`src/rtl/pattern_scan_ctrl.sv`:
```
// Round-robin front end that time-shares one external serial "0101" Moore detector.
// Each granted word is shifted MSB first after a detector clear, and its z pulses are counted.
module pattern_scan_ctrl #(
   parameter int NREQ  = 4,
   parameter int WIDTH = 8,
   parameter int CNT_W = 4
) (
   input  logic                    clk,
   input  logic                    rst,
   input  logic [NREQ-1:0]         req_valid,
   input  logic [NREQ*WIDTH-1:0]   req_data,
   output logic [NREQ-1:0]         req_ready,
   output logic                    det_x,
   output logic                    det_rst,
   input  logic                    det_z,
   output logic                    rsp_valid,
   output logic [$clog2(NREQ)-1:0] rsp_id,
   output logic [CNT_W-1:0]        rsp_count,
   input  logic                    rsp_ready
);

   localparam int ID_W  = $clog2(NREQ);
   localparam int BIT_W = $clog2(WIDTH);
   localparam logic [ID_W-1:0]  LAST_ID  = ID_W'(NREQ - 1);
   localparam logic [BIT_W-1:0] LAST_BIT = BIT_W'(WIDTH - 1);

   typedef enum logic [2:0] {
      IDLE,
      CLEAR,
      SHIFT,
      FLUSH,
      DONE
   } state_t;

   state_t            state_reg, state_next;
   logic [ID_W-1:0]   rr_reg, rr_next;
   logic [ID_W-1:0]   id_reg, id_next;
   logic [WIDTH-1:0]  shift_reg, shift_next;
   logic [BIT_W-1:0]  bit_cnt_reg, bit_cnt_next;
   logic [CNT_W-1:0]  count_reg, count_next;
   logic              det_rst_reg, det_rst_next;

   logic [WIDTH-1:0]  words [NREQ];
   logic              grant_found;
   logic [ID_W-1:0]   grant_id;
   logic [CNT_W-1:0]  count_inc;

   genvar gi;
   generate
      for (gi = 0; gi < NREQ; gi++) begin : g_words
         assign words[gi] = req_data[gi*WIDTH +: WIDTH];
      end
   endgenerate

   // Walk offsets from the highest down so the closest valid requester at or
   // after the round-robin pointer is the one left standing.
   always_comb begin
      int cand;
      grant_found = 1'b0;
      grant_id    = '0;
      cand        = 0;
      for (int i = NREQ - 1; i >= 0; i--) begin
         cand = int'(rr_reg) + i;
         if (cand >= NREQ) begin
            cand = cand - NREQ;
         end
         if (req_valid[cand[ID_W-1:0]]) begin
            grant_found = 1'b1;
            grant_id    = cand[ID_W-1:0];
         end
      end
   end

   assign count_inc = (det_z && (count_reg != {CNT_W{1'b1}})) ? count_reg + CNT_W'(1) : count_reg;

   always_ff @(posedge clk or posedge rst) begin
      if (rst) begin
         state_reg   <= IDLE;
         rr_reg      <= '0;
         id_reg      <= '0;
         shift_reg   <= '0;
         bit_cnt_reg <= '0;
         count_reg   <= '0;
         det_rst_reg <= 1'b0;
      end else begin
         state_reg   <= state_next;
         rr_reg      <= rr_next;
         id_reg      <= id_next;
         shift_reg   <= shift_next;
         bit_cnt_reg <= bit_cnt_next;
         count_reg   <= count_next;
         det_rst_reg <= det_rst_next;
      end
   end

   always_comb begin
      state_next   = state_reg;
      rr_next      = rr_reg;
      id_next      = id_reg;
      shift_next   = shift_reg;
      bit_cnt_next = bit_cnt_reg;
      count_next   = count_reg;
      det_rst_next = 1'b0;
      req_ready    = '0;
      det_x        = 1'b0;
      rsp_valid    = 1'b0;

      case (state_reg)
         IDLE: begin
            // The grant is masked while reset is held so every output reads 0.
            if (grant_found && !rst) begin
               req_ready    = NREQ'(1) << grant_id;
               shift_next   = words[grant_id];
               id_next      = grant_id;
               rr_next      = (grant_id == LAST_ID) ? '0 : grant_id + ID_W'(1);
               det_rst_next = 1'b1;
               state_next   = CLEAR;
            end
         end
         CLEAR: begin
            count_next   = '0;
            bit_cnt_next = '0;
            state_next   = SHIFT;
         end
         SHIFT: begin
            det_x        = shift_reg[WIDTH-1];
            shift_next   = {shift_reg[WIDTH-2:0], 1'b0};
            count_next   = count_inc;
            bit_cnt_next = bit_cnt_reg + BIT_W'(1);
            if (bit_cnt_reg == LAST_BIT) begin
               state_next = FLUSH;
            end
         end
         FLUSH: begin
            // The detector's response to the last bit only appears here.
            count_next = count_inc;
            state_next = DONE;
         end
         DONE: begin
            rsp_valid = 1'b1;
            if (rsp_ready) begin
               state_next = IDLE;
            end
         end
         default: begin
            state_next = IDLE;
         end
      endcase
   end

   assign det_rst   = det_rst_reg;
   assign rsp_id    = id_reg;
   assign rsp_count = count_reg;

endmodule
```
`config.mk`:
```
export PLATFORM = sky130hd
export DESIGN_NAME = pattern_scan_ctrl
export DESIGN_NICKNAME = d
export VERILOG_FILES = /design/src/rtl/pattern_scan_ctrl.sv
export SDC_FILE = /design/constraint.sdc
export NUM_CORES = 1
export LEC_CHECK = 0
export CORE_MARGIN = 2
export CORE_UTILIZATION = 43
export DETAILED_ROUTE_END_ITERATION = 12
export HOLD_SLACK_MARGIN = 0.12
export PLACE_DENSITY = 0.81
export SYNTH_ARGS = -nofsm -noshare
export SYNTH_HDL_FRONTEND = slang
export SYNTH_SLANG_ARGS = --single-unit
```
`constraint.sdc`:
```
create_clock -name clk -period 2.1 [get_ports clk]
set_input_delay 0.315 -clock clk [delete_from_list [all_inputs] [get_ports clk]]
set_output_delay 0.315 -clock clk [all_outputs]
set_load 0.005 [all_outputs]
```
# Word-level counts from Yosys, hierarchy flattened
# Cells that the tools add are included.
# classes
reduce_logical	12
n_bitwise	1
addsub	10
order_cmp	9
n_mux	39
eq_ne	11
shift	1
# ops
op	n
two-way mux 8 bit	3
two-way mux 2 bit	9
binary-select mux 8 bit (select 2 bit)	1
case mux 8 bit (2 select lines)	1
case mux 3 bit (5 select lines)	1
greater-or-equal comparator 3 bit, second input constant	4
< comparator 2 x 3 -> 1 bit, second input constant	4
two-way mux 1 bit	12
two-way mux 4 bit	3
two-way mux 3 bit	3
binary-select mux 1 bit (select 2 bit)	4
case mux 4 bit (2 select lines)	1
subtractor 2 x 1 -> 2 bit, second input constant	4
adder 2 x 2 -> 3 bit, second input constant	2
equality test 3 x 2 -> 1 bit, second input constant	2
equality test 3 bit, second input constant	2
!= test 2 bit, second input constant	3
case mux 3 bit (2 select lines)	1
AND reduction 2 bit	3
nonzero test 2 bit	3
adder 4 x 1 -> 4 bit, second input constant	1
!= test 4 bit, second input constant	1
left shift 1 x 2 -> 4 bit, first input constant	1
adder 2 x 1 -> 3 bit, second input constant	1
12 further kinds	13
# word_totals
ff_bits	23
wordCells	90

# Longest topological paths before layout
# logic_depth
depth_word	15
mapped_depth	6
mapped_depth_nobuf	6

# Least setup slack after synthesis
# Ideal clock, no wire load.
# synth_path
path_kind	register to register
startpoint	register rr_reg[0]
endpoint	register rr_reg[1]
n_path_buf	1
period_less_slack_ns	1.674
stages_incl_launch_ff	7
arrival_time_ns	1.547
path_slack_ns	0.426
setup_ns	0.127
cell_sequence	dfrtp_1 nand2b_1 nor2b_1 o22a_1 buf_4 ha_1 mux2_1
# synth_via
elab_chain_len	11
word_cells_on_any_way	36
classes_between	add/sub (8); order compare (4); eq/ne (1); mux (21); reduce/logical (2)
# synth_lines
item	line_no	text
from (decl)	36	logic [ID_W-1:0] rr_reg, rr_next;
from (signal assigned)	87	rr_reg <= rr_next;
adder 2 x 2 -> 3 bit	63	cand = int'(rr_reg) + i;
greater-or-equal comparator 3 bit / subtractor 2 x 1 -> 2 bit (equally long branches)	64, 65	
two-way mux 2 bit	64	if (cand >= NREQ) begin
binary-select mux 1 bit (select 2 bit)	67	if (req_valid[cand[ID_W-1:0]]) begin
two-way mux 1 bit (implied by the code)	67	
two-way mux 2 bit / two-way mux 1 bit (equally long branches) (4 in series)	67	
adder 2 x 1 -> 2 bit (tied with other cells)	115	rr_next = (grant_id == LAST_ID) ? '0 : grant_id + ID_W'(1);
two-way mux 2 bit / AND reduction 2 bit (equally long branches)	--	
# Parallel ways exist; a longest one is shown, timed or not. The select of a mux whose other input is x is not followed.
# A chain may end at the register's enable or synchronous reset.

# Final worst setup path
# layout_path
startpoint	register rr_reg[0]
endpoint	output req_ready[2]
# layout_via
elab_chain_len	12
word_cells_on_any_way	35
classes_between	add/sub (7); order compare (4); shift (1); mux (22); reduce/logical (1)
# layout_lines
item	line_no	text
adder 2 x 2 -> 3 bit	63	
greater-or-equal comparator 3 bit / subtractor 2 x 1 -> 2 bit (equally long branches)	64, 65	
two-way mux 2 bit	64	
binary-select mux 1 bit (select 2 bit)	67	
two-way mux 1 bit (implied by the code)	67	
two-way mux 2 bit / two-way mux 1 bit (equally long branches) (4 in series)	67	
left shift 1 x 2 -> 4 bit / logical AND 1 bit (equally long branches)	112, 111	
two-way mux 4 bit *	111	if (grant_found && !rst) begin
two-way mux 4 bit *	108	case (state_reg)
to (decl)	12	output logic [NREQ-1:0] req_ready,
# Mark *: on every way between the ends. The rest lies on a longest branch, timed or not. The select of a mux whose other input is x is not followed.

==> impl_results.md <==
* Setup TNS at 0 ps
* H-tree Lvls at 1
* Ports at 53
* Synth Net Count at 180
* Post-layout nets at 255
* Sw frac at 38.59%
* Endpoint class of the critical path: output pin
* Crit path max-delay family: buffers and inverters
* First DRT Iteration DRCs at 40
* Status: finished clean
* Maxcap violations at 0
* Worst-skew pair later-pin latency at 300 ps
* Crit Path Class: flip-flop to output pin
* CTS Root Cell: clkbuf_4
* Reg2reg end: shift_reg[4]$_DFFE_PP0P_
* Via count at 1358
* Synthesized area at 0.001380 sq mm
* Unique masters post-synth at 38
* Comb power frac at 59.8%
* Min-Delay Endpoint: rsp_id[0]$_DFFE_PP0P_
* CP Max Fanout at 4
* Top FF cell, synth: dfrtp_1
* R2r setup slk at 300 ps
* Largest net degree at the start of global routing at 24
* Clk sinks at 23
* Placed Instance Area at 0.002042 sq mm
* Finished Cell Area at 0.002137 sq mm
* DRT Pass-1 Iters at 4
* First-pass GRT wire length at 5.561 mm
* Synthesis-stage register bit count at 23
* Via density at 5.346
* Number of CTS-inserted buffers at 3
* Reg2reg start: rr_reg[0]$_DFFE_PP0P_
* Initial antenna violation count at 0
* NetSw at 0.0009267 W
* Rel. slew slack at 42.99%
* Final setup skew at 5.940 ps
* Actual slew at the worst max-slew pin at 848.7 ps
* Cells after Synth at 136
* Post-layout min period at 2063 ps
* Reg power frac at 32.3%
* Final Hold Viols at 0
* Sequential element share of the synthesized area at 41.70%
* Multi-input gate area at 767.0 sq um
* Post-synth EDFFs at 0
* Clk buf depth at 2
* Core Footprint at 0.003053 sq mm
* Max reg flops at 8
* IO Port Bufs at 52
* Dpl hpwl at 2.835 mm
* Synth warn at 0
* Hold path depth at 2
* Gr ovfl total at 0
* Final WS setup at 36.55 ps
* Core Rows at 20
* Final wirelength at 3.750 mm
* FILL cells at 237
* Die X at 60.65 um
* Final setup vio count at 0
* P_leak at 0.9885 nW
* Fraction of registers with async set/reset at 100.0%
* Die footprint at 0.003678 sq mm
* Clock slew at reported path FFs at 110 ps
* RePlAce Congestion at 0.7334
* PwrDens at 1124 mW/mm^2
* Top cell type by total area after synthesis: dfrtp_1
* CP max stage delay at 440 ps
* Post-route clock period utilization at 98.26%
* Worst Setup Start Kind: flip-flop
* Worst EP required at 1780 ps
* Layout cells sized above 1 at 22.38%
* Dominant cells by area after synthesis: dfrtp_1 42%, mux2i_1 14%, o221ai_1 5.1%
* CTS tree: built
* Chip height at 60.65 um
* Routed len/inst at 14.76 um
* Worst path buffer plus inverter count at 3
* Final Util at 70.00%
* Pint at 0.001475 W
* GRT Total Usage at 19.72%
* Critical Path Slowest Stage Cell: dfrtp_1
* CP arrival at 1750 ps
* Sequential cell area at 576.8 sq um
* Avg Inst Size Synth at 10.15 sq um
* DP Worst Slack at -361.4 ps
* Clk pwr share at 8.0%
* Yosys top cell area share at 41.70%
* # DRC at 0
* Vias in the first global route at 1323
* Fin. max-slew vios at 0
* Initial Utilization at 45.20%
* Antenna diodes at 0
* Synthesis-to-finish area growth at 54.85%
* Fmax at 484.6 MHz
* Cell chain of the critical path: nand2b_4 -> a21oi_2 -> a211o_1 -> clkinv_2 -> buf_4 -> nor2_1 -> dlygate4sd2_1
* DRT antenna net count at 0
* Hold_sp: rsp_id[0]$_DFFE_PP0P_
* Min-delay worst type: flip-flop to flip-flop
* Maximum vdd drop at 778.3 uV
* Worst R2R Path Depth at 7
cells in the final DEF (no fill, tap or decap), drive strengths merged, types with 2 or more instances in the layout:
| cell type | netlist | final |
|---|---|---|
| o221ai | 8 | 8 |
| a31oi | 3 | 3 |
| nand3 | 3 | 3 |
| dfrtp | 23 | 23 |
| clkinv | 1 | 2 |
| inv | 8 | 8 |
| o21ai | 6 | 6 |
| ha | 4 | 4 |
| xnor2 | 3 | 3 |
| nand2b | 3 | 3 |
| and3 | 2 | 2 |
| dlygate4sd2 | 0 | 4 |
| a22oi | 9 | 9 |
| a21oi | 3 | 3 |
| nor3 | 5 | 5 |
| nor2 | 7 | 7 |
| clkdlybuf4s50 | 0 | 44 |
| clkbuf | 1 | 4 |
| nand2 | 9 | 9 |
| a22o | 2 | 2 |
| mux2i | 19 | 19 |
| buf | 4 | 25 |
| and2 | 2 | 2 |
worst reg2reg max path, cell delays in order (launching register included):
cell      delay [ps]
dfrtp_1          440
nand2b_4         160
a21oi_2          150
a211o_1          180
buf_4            130
buf_4            200
mux2i_1          250
o221ai_1         170
worst max path at each step:
| stage | from | endpoint | slack [ps] | depth (start not counted) |
|---|---|---|---|---|
| after global routing | rr_reg[0]$_DFFE_PP0P_ | req_ready[2] | -40 | 7 |
| final | rr_reg[0]$_DFFE_PP0P_ | req_ready[2] | 40 | 7 |
| after floorplan | rr_reg[0]$_DFFE_PP0P_ | rr_reg[1]$_DFFE_PP0P_ | 430 | 6 |
| after global placement | req_valid[1] | req_ready[0] | -320 | 7 |
| after detailed placement | req_valid[1] | req_ready[3] | -360 | 8 |
| after CTS | rr_reg[0]$_DFFE_PP0P_ | req_ready[3] | -50 | 7 |
power groups by stage:
stage          Combinational [W]  Sequential (W)  Clock (W)
4_1_cts                  0.00136        0.000766   0.000200
2_1_floorplan           0.000824        0.000750          0
3_5_place_dp             0.00133        0.000774          0
6_report                 0.00144        0.000775   0.000191
5_1_grt                  0.00158        0.000797   0.000216
3_3_place_gp             0.00127        0.000760          0
layout make-up:
class                   instances  area share, %
multi-input cells              99          35.89
clock inverters                 1         0.2342
repair buffers                 75          31.62
inverters                       9          1.639
clock buffers                   3          1.054
flip-flops and latches         23          26.99
well taps                      44          2.576
metrics by stage:
stage | cells | hold WS, ps | total power (W)
floorplan | 136 | 316.9 | 0.001573
global placement | 244 | 490.6 | 0.002034
detailed placement | 244 | 512.6 | 0.002106
CTS | 250 | 525.9 | 0.002323
global route | 254 | 555.5 | 0.002598
finish | 254 | 528.3 | 0.002402
cell usage after synthesis (all sizes together) (2+ instances only):
library cell,count
nand2,9
inv,8
mux2i,19
a22o,2
buf,4
ha,4
o21ai,6
o221ai,8
nand3,3
nor2,7
nor3,5
xnor2,3
a21oi,3
a31oi,3
a22oi,9
dfrtp,23
nand2b,3
and2,2
and3,2
what timing repair did:
| item | 4_1_cts | 5_1_grt |
|---|---|---|
| pin swaps | 3 | 4 |
| hold buffers | 0 | 0 |
| setup endpoints to repair | 4 | 5 |
| buffers inserted | 2 | 6 |
| gates resized for setup | 18 | 10 |
logic make-up (layout without fill, tap and decap cells):
| logic type | count (synthesis) | count (layout) | share of synthesized area (%) |
|---|---|---|---|
| and+or+nand+nor | 35 | 35 | 13.42 |
| DFF | 23 | 23 | 41.70 |
| AOI/OAI and AO/OA | 37 | 37 | 19.31 |
| xor gates and xnor gates | 3 | 3 | 1.904 |
| muxes | 20 | 20 | 14.60 |
| buffers and inverters | 14 | 88 | 5.439 |
| adders and majority gates | 4 | 4 | 3.627 |
routing by layer:
layer	part of all wire [%]	track usage [%]	up-vias
met5	0	0	-
met4	1.8	4.037	0
met3	7.2	4.264	8
met2	49	35.18	49
met1	42	24.66	645
li1	-	-	656
No activity file was read; power rests on OpenSTA's default activity.
